<file path="src/rtl/interrupt_controller.sv">
`default_nettype none
// ============================================================================
//  Module      : interrupt_controller
//  Description : Seven-source interrupt controller that feeds the datapath's
//                3-bit interrupt code. Request lines are synchronised and
//                rising edges are latched as pending. Each source is then
//                qualified by a per-source mask and a global enable. The
//                highest-priority eligible source (lowest index) is dispatched
//                as a one-cycle code. Further dispatch is blocked until the
//                control unit signals end-of-interrupt, so interrupts never
//                nest.
//  Revision    : 1.0 - initial release
// ----------------------------------------------------------------------------
//  Ports
//    clk          in   1  system clock, rising edge
//    reset        in   1  synchronous, active-high; clears all state
//    i_irq        in   7  asynchronous requests; i_irq[i] maps to code i+1
//    i_eoi        in   1  end-of-interrupt pulse from the control unit
//    i_cfg_we     in   1  configuration write strobe
//    i_cfg_sel    in   1  register select: 0 = control, 1 = pending
//    i_cfg_wdata  in   8  configuration write data
//    o_cfg_rdata  out  8  read data, combinational on i_cfg_sel
//    o_irq_code   out  3  registered interrupt code, 0 = none
//    o_in_service out  1  registered, high while a handler is active
//    o_active_src out  3  registered code of the source in service
// ============================================================================
module interrupt_controller #(
  parameter int SYNC_STAGES = 2,
  parameter int N_SRC       = 7
) (
  input  logic             clk,
  input  logic             reset,
  input  logic [N_SRC-1:0] i_irq,
  input  logic             i_eoi,
  input  logic             i_cfg_we,
  input  logic             i_cfg_sel,
  input  logic [7:0]       i_cfg_wdata,
  output logic [7:0]       o_cfg_rdata,
  output logic [2:0]       o_irq_code,
  output logic             o_in_service,
  output logic [2:0]       o_active_src
);

  typedef enum logic [1:0] {
    S_IDLE     = 2'd0,
    S_DISPATCH = 2'd1,
    S_SERVICE  = 2'd2
  } state_t;

  // --------------------------------------------------------------------------
  // Registers
  // --------------------------------------------------------------------------
  logic [SYNC_STAGES-1:0][N_SRC-1:0] r_sync;
  logic [N_SRC-1:0]                  r_hist;
  logic [N_SRC-1:0]                  r_pend;
  logic [N_SRC-1:0]                  r_mask;
  logic                              r_gie;
  state_t                            r_state;
  logic [2:0]                        r_irq_code;
  logic                              r_in_service;
  logic [2:0]                        r_active_src;

  // --------------------------------------------------------------------------
  // Combinational signals
  // --------------------------------------------------------------------------
  logic [N_SRC-1:0] w_sync_out;
  logic [N_SRC-1:0] w_edge;
  logic [N_SRC-1:0] w_elig;
  logic [N_SRC-1:0] w_w1c;
  logic [N_SRC-1:0] w_clr;
  logic [2:0]       w_pri_code;
  logic [N_SRC-1:0] w_pri_onehot;
  state_t           w_state_nxt;
  logic [2:0]       w_code_nxt;
  logic             w_insvc_nxt;
  logic [2:0]       w_active_nxt;
  logic [N_SRC-1:0] w_disp_clr;

  // --------------------------------------------------------------------------
  // Synchroniser chain, edge history and edge detect
  // --------------------------------------------------------------------------
  assign w_sync_out = r_sync[SYNC_STAGES-1];
  // A held-high request yields a single edge because the history flop
  // follows the synchronised level one cycle later.
  assign w_edge     = w_sync_out & ~r_hist;

  always_ff @(posedge clk) begin
    if (reset) begin
      r_sync <= '0;
      r_hist <= '0;
    end else begin
      r_sync <= {r_sync[SYNC_STAGES-2:0], i_irq};
      r_hist <= w_sync_out;
    end
  end

  // --------------------------------------------------------------------------
  // Eligibility and fixed priority (lowest index wins)
  // --------------------------------------------------------------------------
  assign w_elig = r_pend & r_mask & {N_SRC{r_gie}};

  // Scanning from the top down lets the lowest eligible index overwrite
  // any higher one, which gives the fixed priority order.
  always_comb begin
    w_pri_code   = 3'd0;
    w_pri_onehot = '0;
    for (int i = N_SRC - 1; i >= 0; i--) begin
      if (w_elig[i]) begin
        w_pri_code      = 3'(i + 1);
        w_pri_onehot    = '0;
        w_pri_onehot[i] = 1'b1;
      end
    end
  end

  // --------------------------------------------------------------------------
  // Dispatch FSM: next state and next registered outputs
  // --------------------------------------------------------------------------
  always_comb begin
    w_state_nxt  = r_state;
    w_code_nxt   = 3'd0;
    w_insvc_nxt  = r_in_service;
    w_active_nxt = r_active_src;
    w_disp_clr   = '0;
    case (r_state)
      S_IDLE: begin
        if (|w_elig) begin
          w_state_nxt  = S_DISPATCH;
          w_code_nxt   = w_pri_code;
          w_active_nxt = w_pri_code;
          w_insvc_nxt  = 1'b1;
          w_disp_clr   = w_pri_onehot;
        end
      end
      S_DISPATCH: begin
        // The code is held for a single cycle; eoi has no effect here.
        w_state_nxt = S_SERVICE;
      end
      S_SERVICE: begin
        if (i_eoi) begin
          w_state_nxt  = S_IDLE;
          w_insvc_nxt  = 1'b0;
          w_active_nxt = 3'd0;
        end
      end
      default: begin
        w_state_nxt  = S_IDLE;
        w_insvc_nxt  = 1'b0;
        w_active_nxt = 3'd0;
      end
    endcase
  end

  always_ff @(posedge clk) begin
    if (reset) begin
      r_state      <= S_IDLE;
      r_irq_code   <= 3'd0;
      r_in_service <= 1'b0;
      r_active_src <= 3'd0;
    end else begin
      r_state      <= w_state_nxt;
      r_irq_code   <= w_code_nxt;
      r_in_service <= w_insvc_nxt;
      r_active_src <= w_active_nxt;
    end
  end

  // --------------------------------------------------------------------------
  // Pending register: set by edges, cleared by dispatch or write-1-to-clear.
  // The set term is OR-ed in last so a coinciding edge survives the clear.
  // --------------------------------------------------------------------------
  assign w_w1c = (i_cfg_we && i_cfg_sel) ? i_cfg_wdata[N_SRC-1:0] : '0;
  assign w_clr = w_w1c | w_disp_clr;

  always_ff @(posedge clk) begin
    if (reset) begin
      r_pend <= '0;
    end else begin
      r_pend <= (r_pend & ~w_clr) | w_edge;
    end
  end

  // --------------------------------------------------------------------------
  // Control register: mask and global enable
  // --------------------------------------------------------------------------
  always_ff @(posedge clk) begin
    if (reset) begin
      r_mask <= '0;
      r_gie  <= 1'b0;
    end else if (i_cfg_we && !i_cfg_sel) begin
      r_mask <= i_cfg_wdata[N_SRC-1:0];
      r_gie  <= i_cfg_wdata[7];
    end
  end

  // --------------------------------------------------------------------------
  // Outputs
  // --------------------------------------------------------------------------
  assign o_cfg_rdata  = i_cfg_sel ? {r_in_service, r_pend} : {r_gie, r_mask};
  assign o_irq_code   = r_irq_code;
  assign o_in_service = r_in_service;
  assign o_active_src = r_active_src;

endmodule
`default_nettype wire

</file>
<file path="config.mk">
export PLATFORM = sky130hd
export DESIGN_NAME = interrupt_controller
export DESIGN_NICKNAME = d
export VERILOG_FILES = /design/src/rtl/interrupt_controller.sv
export SDC_FILE = /design/constraint.sdc
export NUM_CORES = 1
export LEC_CHECK = 0
export BUFFER_PORTS_ARGS = -buffer_cell sky130_fd_sc_hd__buf_2
export CORE_UTILIZATION = 50
export CTS_CLUSTER_DIAMETER = 80
export DETAILED_ROUTE_END_ITERATION = 10
export GPL_TIMING_DRIVEN = 0
export PLACE_DENSITY_LB_ADDON = 0.15
export REMOVE_ABC_BUFFERS = 1
export SETUP_SLACK_MARGIN = 0.15
export SLEW_MARGIN = 25
export SYNTH_ARGS = -nofsm -noshare
export SYNTH_HDL_FRONTEND = slang
export SYNTH_SLANG_ARGS = --single-unit
export TNS_END_PERCENT = 50
</file>
<file path="constraint.sdc">
create_clock -name clk -period 3.4 [get_ports clk]
set_input_delay 0.17 -clock clk [delete_from_list [all_inputs] [get_ports clk]]
set_output_delay 0.17 -clock clk [all_outputs]
set_load 0.005 [all_outputs]
</file>
-- Yosys cells after proc, flatten, opt, wreduce, memory -nomap -nowiden
Index checks and enable logic that the tools add are counted.
- input port bits: 20
- register bits: 45
- logic and storage cells: 60
- output and inout port bits: 15
- reductions and logical operators: 8
- eq/ne operators: 4
- muxes and demuxes: 27
- bitwise gates (word level): 11
- operators with widths (operator ; count):
    two-way mux 7 bit ; 10
    AND 7 bit ; 4
    two-way mux 3 bit ; 9
    NOT 7 bit ; 2
    OR 7 bit ; 2
    one-hot mux 3 bit (3 select lines) ; 1
    two-way mux 8 bit ; 1
    OR reduction 7 bit ; 1
    one-hot mux 2 bit (3 select lines) ; 1
    two-way mux 2 bit ; 2
    inequality test 2 bit (second input constant) ; 2
    NOT 1 bit ; 3
    one-hot mux 1 bit (3 select lines) ; 1
    AND reduction 3 bit ; 1
    OR reduction 3 bit ; 1
    equality test 2 x 1 -> 1 bit (second input constant) ; 1
    equality test 2 bit (second input constant) ; 1
    logical AND 1 bit ; 2
    zero test 2 bit ; 1
    two-way mux 1 bit ; 2
    AND reduction 2 bit ; 1
    zero test 1 bit ; 1

-- Longest topological paths before layout
Gate-level depths: netlist of run 1.
- depth in word-level cells: 15
- gate-level depth with buffers: 6
- mapped depth without buffers: 4

-- Worst setup path after synthesis of run 1
OpenSTA, ideal clock, no wires.
- kind: flip-flop to flip-flop
- from: register r_gie
- to: register r_pend[6]
- path slack: 1933 ps
- path buffers: 0
- cell stages (with the launch flop): 5
- arrival: 1351 ps
- cells stage by stage: dfxtp_1 -> or3b_4 -> nor3b_4 -> nand3_1 -> a41o_1
- cells in the longest elaborated chain, start to end: 14
- elaborated cells between the ends (all ways): 15
- RTL lines (element ; line ; source):
    start: declaration ; 57 ; logic r_gie;
    start signal: assignment ; 192 ; r_gie <= i_cfg_wdata[7];
    AND 7 bit * ; 100 ; assign w_elig = r_pend & r_mask & {N_SRC{r_gie}};
    two-way mux 7 bit (7 in a row) ; 108 ; if (w_elig[i]) begin
    two-way mux 7 bit * ; 127 ; if (|w_elig) begin
    two-way mux 7 bit * ; 125 ; case (r_state)
    OR 7 bit * ; 173 ; assign w_clr = w_w1c | w_disp_clr;
    NOT 7 bit * ; 179 ; r_pend <= (r_pend & ~w_clr) | w_edge;
    AND 7 bit * ; 179 ;
    OR 7 bit * ; 179 ;
    end signal: assignment ; 179 ;
    end: declaration ; 55 ; logic [N_SRC-1:0] r_pend;
Every way passes the cells marked *; elsewhere a longest branch is shown, timed or not.
A chain may end at the register's enable or synchronous reset.

-- Worst setup path in the final report of run 1
- from: register r_mask[2]
- to: register r_pend[5]
- cells in the longest elaborated chain, start to end: 11
- elaborated cells between the ends (all ways): 12
- RTL lines (element ; line ; source):
    start: declaration ; 56 ; logic [N_SRC-1:0] r_mask;
    start signal: assignment ; 191 ; r_mask <= i_cfg_wdata[N_SRC-1:0];
    AND 7 bit * (2 in a row) ; 100 ;
    two-way mux 7 bit (3 in a row) ; 108 ;
    two-way mux 7 bit * ; 127 ;
    two-way mux 7 bit * ; 125 ;
    OR 7 bit * ; 173 ;
    NOT 7 bit * ; 179 ;
    AND 7 bit * ; 179 ;
    OR 7 bit * ; 179 ;
Marked as above.

==> run_results.csv, run 1 <==
group,metric,value,unit
outcome,status,"finished clean",
worst_setup_path,path_cells,"a222oi_1, nor3b_4, nand3_1, a41o_1",
power,power-per-cell-area,447.1,nW/um2
clock_tree,clock_path_buffers,2,
worst_setup_path,crit_fanout,6,
yosys,yosysTopAreaCellShare,52.82,%
worst_setup_path,rrSetupSlack,1.72,ns
worst_setup_path,slowest_stage,"a222oi_1",
timing,clock_skew,0.006350,ns
power,ir_worst_vdd,0.2963,mV
timing,final-setup-viol-count,0,
clock_tree,cts_buffers,5,
yosys,synth.area.top_cells,"dfxtp_1 53%, nor2b_1 8.8%, mux2_2 5.3%",
timing,hold_viol_final,0,
worst_setup_path,cp_top_family,"compound AO/OA/AOI/OAI gates",
timing,fmax,0.5955,GHz
global_routing,grt_max_degree,32,
yosys,synthXorXnorAreaFrac,0,%
global_routing,grt_util_met3,5.330,%
hold_path,hold_path_depth,2,
clock_tree,cts_resized,0,
route,avgViaCountPerCell,5.390,
final_layout,antenna_cells,0,
timing,layout_setup_ws,1.721,ns
clock_tree,cts_root_buf,"clkbuf_4",
worst_setup_path,reg2reg_depth,4,
placed_design,place.gp.congestion,0.9079,
worst_setup_path,cp.required,3.64,ns
die,placement_rows,20,
yosys,post-synth-top-area-cell,"dfxtp_1",
global_routing,grt_pass1_wl,5299,um
timing,finalCritPeriodShare,49.39,%
yosys,ys_ff_latch,45,
yosys,synth_top_family_by_area,"simple AND/OR/NAND/NOR gates",
yosys,syn_avg_cell_area,10.21,um2
route,detail-route-antenna-nets,0,
global_routing,grt_usage,20.34,%
timing,tns,0,ns
placed_design,dp_hpwl,2359,um
yosys,synthAdderAreaFrac,0,%
timing,min_period,1.679,ns
clock_tree,htree_levels,2,
placed_design,dp_slack,1.723,ns
die,die-area,3648,um2
global_routing,grt_pass1_vias,1284,
global_routing,met1_usage,21.48,%
yosys,synthCells,167,
die,die_w,60.40,um
yosys,syn_area,1705,um2
worst_setup_path,max_stage_delay,0.51,ns
yosys,synth.distinct_cells,39,
worst_setup_path,end_kind,"flip-flop",
placed_design,portBuffers,34,
die,ios,35,
worst_setup_path,arrival,1.92,ns
global_routing,grt.busiest_layer,"met2",
timing,whs,0.02932,ns
yosys,synth_flop_cell,"dfxtp_1",
timing,grt_setup_unrepaired,"false",
global_routing,grt_overflow,0,
hold_path,min_path_type,"in -> reg",
timing,worstMarginPinSlew,1.006,ns
final_layout,drive_above_1_share,27.23,%
route,vias,1326,
yosys,yosysWarningCount,0,
job,drv_cap,0,
worst_setup_path,worst_setup_path_start_kind,"flip-flop",
route,wl,3211,um
clock_tree,post_cts.repair.setup_buffers,0,
die,core-area,3153,um2
die,start_util,54.09,%
timing,slew_violations,0,
route,wire_per_inst,13.05,um
clock_tree,clock-sinks,45,
final_layout,areaGrowthSynthToFinish,14.89,%
clock_tree,clk_pin_slew,0.11,ns
power,p_leak,0.0009031,uW
final_layout,final-seq-area,900.9,um2
yosys,async_reset_ff_share,0,%
worst_setup_path,critPathKind,"reg -> reg",
route,drc,0,
yosys,synth_compound_area_share,12.33,%
route,drtIter0Drc,54,
hold_path,whs_endpoint,"r_sync[4]$_SDFF_PP0_",
global_routing,use_met2,35.79,%
final_layout,fin_nets,222,
final_layout,n_fill_cell,290,
worst_setup_path,r2r_start,"r_mask[2]$_SDFFE_PP0P_",
global_routing,antenna_found_initial,0,
yosys,synth_edf_count,0,
yosys,yosys.area_share.simple,22.45,%
clock_tree,clkLatencyLatePin,0.34,ns
timing,slew_headroom,32.81,%
worst_setup_path,r2r-end,"r_pend[5]$_SDFF_PP0_",
clock_tree,cts_tree,"built",
yosys,yosysSeqAreaShare,52.82,%
final_layout,design_area,1959,um2
hold_path,holdCritStartpoint,"i_irq[4]",
yosys,synth_mux_area_share,9.978,%
clock_tree,hold_buffers,0,
die,die_height,60.40,um
placed_design,placement.cell_area,1904,um2
final_layout,multi_input_area,763.2,um2
route,first_pass_iters,4,
worst_setup_path,path_buf_inv,0,
[through the flow]
stage               total power (uW)  utilization, %  instances
floorplan                      608.4               -        161
detailed placement             644.1           60.40        239
finish                         876.1           62.14        246
global route                   925.8           62.14        246
global placement               640.3           60.40        239
CTS                            887.8           62.14        246
[kinds of logic (layout without fill, tap and decap cells)]
| kind of cell | Yosys count | in the layout |
|---|---|---|
| DFF | 45 | 45 |
| and+or+nand+nor | 70 | 70 |
| muxes | 16 | 16 |
| AOI/OAI and AO/OA | 26 | 26 |
| buffers and inverters | 10 | 45 |
[flip-flops by register name, indices dropped and copies added (netlist names)]
register / count
w_sync_out: 7
r_pend: 7
o_in_service: 1
o_irq_code: 3
r_state: 2
r_hist: 7
r_sync: 7
r_mask: 7
o_active_src: 3
r_gie: 1
[metal layers]
layer,part of all wire (%),vias to the layer above
met5,0,-
met4,3.0,0
met3,5.1,11
met2,51,40
met1,41,623
li1,-,652
[area by class of cell]
type	count	area share [%]
flip-flops and latches	45	45.98
well taps	44	2.810
inverters	4	0.7663
repair buffers	34	8.685
clock buffers	7	2.810
multi-input cells	112	38.95
[placed cells by master, fill, tap and decap left out, types with 2 or more instances in the layout]
cell and instances:
a21o_1 2, a22o_1 2, mux2_2 8, o21ai_0 3, nor2b_1 24, buf_2 34
inv_1 3, nor2_1 13, clkbuf_4 5, mux2i_1 8, dfxtp_1 45, nand3_1 4
nand2_1 18, a41o_1 4, and2_1 3, a21oi_1 2
[where the power goes]
part | leakage (uW) | internal [uW] | total [uW] | switching (uW)
Combinational | 0.000504 | 36.1 | 70.6 | 34.5
Clock | 0.0000314 | 97.8 | 244 | 147
Sequential | 0.000368 | 546 | 561 | 14.6
[how the worst max path moves through the flow]
| stage | end | from | slack, ns | depth (start not counted) |
|---|---|---|---|---|
| 3_3_place_gp | o_active_src[1]$_SDFFE_PP0P_ | reset | 1.76 | 5 |
| 2_1_floorplan | r_pend[6]$_SDFF_PP0_ | r_gie$_SDFFE_PP0P_ | 1.93 | 4 |
| 5_1_grt | r_pend[6]$_SDFF_PP0_ | r_mask[2]$_SDFFE_PP0P_ | 1.61 | 4 |
| 3_5_place_dp | o_active_src[2]$_SDFFE_PP0P_ | reset | 1.72 | 5 |
| 6_report | r_pend[5]$_SDFF_PP0_ | r_mask[2]$_SDFFE_PP0P_ | 1.72 | 4 |
| 4_1_cts | r_pend[5]$_SDFF_PP0_ | r_mask[2]$_SDFFE_PP0P_ | 1.75 | 4 |
[Yosys cell counts, drive strengths merged (3+ instances only)]
library cell,instances
dfxtp,45
nor2b,24
nand2,18
nor2,13
mux2,8
mux2i,8
a41o,4
and2,4
buf,4
nand3,4
o21ai,4
inv,3
No activity file was read; power rests on OpenSTA's default activity.
==> inputs of run 2 (changes only) <==
- CORE_UTILIZATION: 50 -> 48
- clock period: 3.4 -> 1.4 ns (I/O delays scaled with it)
==> run 2 against run 1 <==
Effect of this change:
- the flow now finishes with violations (negative setup slack)
- wire length rose by 11%
- power rose to 2.7 times the previous value
- worst hold slack improved by 0.021 ns
- non-clock buffer count rose by 23
- via count rose by 5.7%
- flip-flop and latch count did not move
- clock skew rose by 0.0023 ns
- die area rose by 4.0%
- highest routed layer unchanged
- largest power group unchanged
- register-to-register slack got worse by 1.8 ns
- sequential share of layout area fell by 5.1 points
- final cell count rose by 11%
- clock power rose to 3.3 times the previous value
==> run_results.csv, run 2 (synthesized netlist as in run 1, its figures left out) <==
group,metric,value,unit
timing,whs,0.05056,ns
die,die-area,3795,um2
power,seq_power_share,56.6,%
route,drtIter0Drc,49,
power,ir_worst_vdd,0.7193,mV
job,drv_cap,0,
timing,slew_headroom,35.98,%
die,die_height,61.61,um
die,start_util,50.71,%
hold_path,min_path_type,"in -> reg",
worst_setup_path,cp_num_cells,4,
worst_setup_path,cp_top_family,"compound AO/OA/AOI/OAI gates",
timing,tns,-0.4818,ns
final_layout,layout_commonest_cell,"dfxtp_1",
global_routing,grt.busiest_layer,"met2",
power,comb_power_share,9.5,%
worst_setup_path,path_cells,"a222oi_1, nor3b_4, nand3_1, a41o_1",
final_layout,design_area,2242,um2
final_layout,areaGrowthSynthToFinish,31.47,%
worst_setup_path,rrSetupSlack,-0.12,ns
die,placement_rows,21,
worst_setup_path,max_stage_delay,0.39,ns
final_layout,fin_nets,245,
clock_tree,clock-sinks,45,
power,p_int,1883,uW
worst_setup_path,critPathCapture,"r_pend[5]$_SDFF_PP0_",
timing,layout_setup_ws,-0.1152,ns
global_routing,grt_util_met3,7.143,%
route,wl,3559,um
clock_tree,cts_tree,"built",
worst_setup_path,critPathLaunch,"r_mask[2]$_SDFFE_PP0P_",
power,clockPowerShare,33.9,%
power,swShare,21.68,%
worst_setup_path,path_buf_inv,0,
die,die_w,61.61,um
clock_tree,clk_pin_slew,0.12,ns
outcome,violations,"negative setup slack",
worst_setup_path,r2r_start,"r_mask[2]$_SDFFE_PP0P_",
placed_design,placement.cell_area,1907,um2
global_routing,antenna_found_initial,0,
final_layout,antenna_cells,0,
final_layout,final_core_util,66.67,%
timing,finalCritPeriodShare,108.2,%
worst_setup_path,worst_setup_path_start_kind,"flip-flop",
global_routing,met1_usage,23.77,%
timing,fmax,0.6600,GHz
route,first_pass_iters,4,
power,power-per-cell-area,1072,nW/um2
die,ios,35,
global_routing,use_met2,35.18,%
timing,slew_violations,0,
timing,worstMarginPinSlew,0.9583,ns
power,p_leak,0.001025,uW
worst_setup_path,r2r-end,"r_pend[5]$_SDFF_PP0_",
clock_tree,clock_path_buffers,2,
worst_setup_path,crit_fanout,3,
clock_tree,htree_levels,2,
timing,min_period,1.515,ns
worst_setup_path,critPathKind,"reg -> reg",
placed_design,portBuffers,34,
clock_tree,cts_buffers,5,
outcome,status,"finished, violations left",
clock_tree,clkLatencyLatePin,0.35,ns
global_routing,grt_usage,20.68,%
global_routing,grt_pass1_vias,1283,
route,vias,1402,
global_routing,grt_max_degree,32,
clock_tree,cts_root_buf,"clkbuf_4",
final_layout,final_cell_mix,"37 x dfxtp_1, 34 x buf_2, 24 x nor2b_1",
route,wire_per_inst,13.08,um
route,avgViaCountPerCell,5.154,
worst_setup_path,reg2reg_depth,4,
worst_setup_path,end_kind,"flip-flop",
global_routing,grt_overflow,0,
timing,grt_setup_unrepaired,"true",
worst_setup_path,arrival,1.78,ns
worst_setup_path,cp.required,1.66,ns
timing,clock_skew,0.008659,ns
placed_design,dp_hpwl,2321,um
power,switching_power,521.2,uW
worst_setup_path,slowest_stage,"a222oi_1",
die,core-area,3363,um2
final_layout,n_fill_cell,305,
route,drc,0,
timing,hold_viol_final,0,
placed_design,place.gp.congestion,0.8626,
route,detail-route-antenna-nets,0,
timing,final-setup-viol-count,7,
final_layout,drive_above_1_share,33.63,%
global_routing,grt_pass1_wl,5589,um
-- run 2: cell types whose count changed in the layout (fill, tap and decap cells not counted), moves of 2 or more --
cell           change
dlygate4sd3_1     +15
dfxtp_1            -8
buf_4              +7
dfxtp_2            +6
dfxtp_4            +2
nor2_1             -2
-- run 2: how the worst min path moves through the flow --
stage | depth (start not counted) | start | to | slack [ns]
5_1_grt | 4 | i_eoi | o_in_service$_SDFFE_PP0P_ | 0.07
4_1_cts | 4 | i_eoi | o_in_service$_SDFFE_PP0P_ | 0.03
6_report | 4 | i_eoi | o_in_service$_SDFFE_PP0P_ | 0.05
3_3_place_gp | 2 | i_irq[0] | r_sync[0]$_SDFF_PP0_ | 0.28
2_1_floorplan | 1 | reset | r_pend[2]$_SDFF_PP0_ | 0.14
3_5_place_dp | 2 | i_irq[1] | r_sync[1]$_SDFF_PP0_ | 0.28
-- run 2: area by class of cell --
type                       count  area, um2  share of cell area, %
sequential                    45      915.9                  40.85
clock inverter                 1      30.03                  1.339
multi-input combinational    112      784.5                  34.99
inverter                       4      15.01                 0.6696
clock buffer                   7      55.05                  2.455
tap                           46      57.56                  2.567
timing repair buffer          57      384.1                  17.13
-- run 2: metrics by stage --
step                setup slack [ns]  instances  total power, uW
floorplan                   -0.06730        161             1477
global placement             -0.2183        241             1555
detailed placement           -0.2441        241             1563
CTS                          -0.1119        269             2419
global route                 -0.2175        272             2510
finish                       -0.1152        272             2404
-- run 2: power by group through the flow --
stage                     Clock [uW]  Sequential (uW)  Combinational (uW)
after floorplan                    0             1380                97.7
after global placement             0             1390                 168
after detailed placement           0             1390                 172
after CTS                        840             1360                 220
after global routing             893             1370                 250
final                            816             1360                 227
-- run 2: repair_timing --
action                                  in CTS  in global routing
hold buffers                                15                  0
endpoints found under the setup margin      14                 18
pin swaps                                   12                  6
resized for setup                           12                  6
buffers inserted                             5                  3
hold endpoints to repair                    15                  0
cloned                                       0                  0
-- run 2: worst reg2reg max path: stages (launching register included) --
cell and delay, ns:
dfxtp_4 0.36, a222oi_1 0.39, nor3b_4 0.31, nand3_1 0.12, a41o_1 0.24
-- run 2: layer usage --
| metal | wire [um] | up-vias |
|---|---|---|
| met4 | 50 | 0 |
| met2 | 1776 | 31 |
| li1 | - | 701 |
| met1 | 1584 | 664 |
| met5 | 0 | - |
| met3 | 148 | 6 |
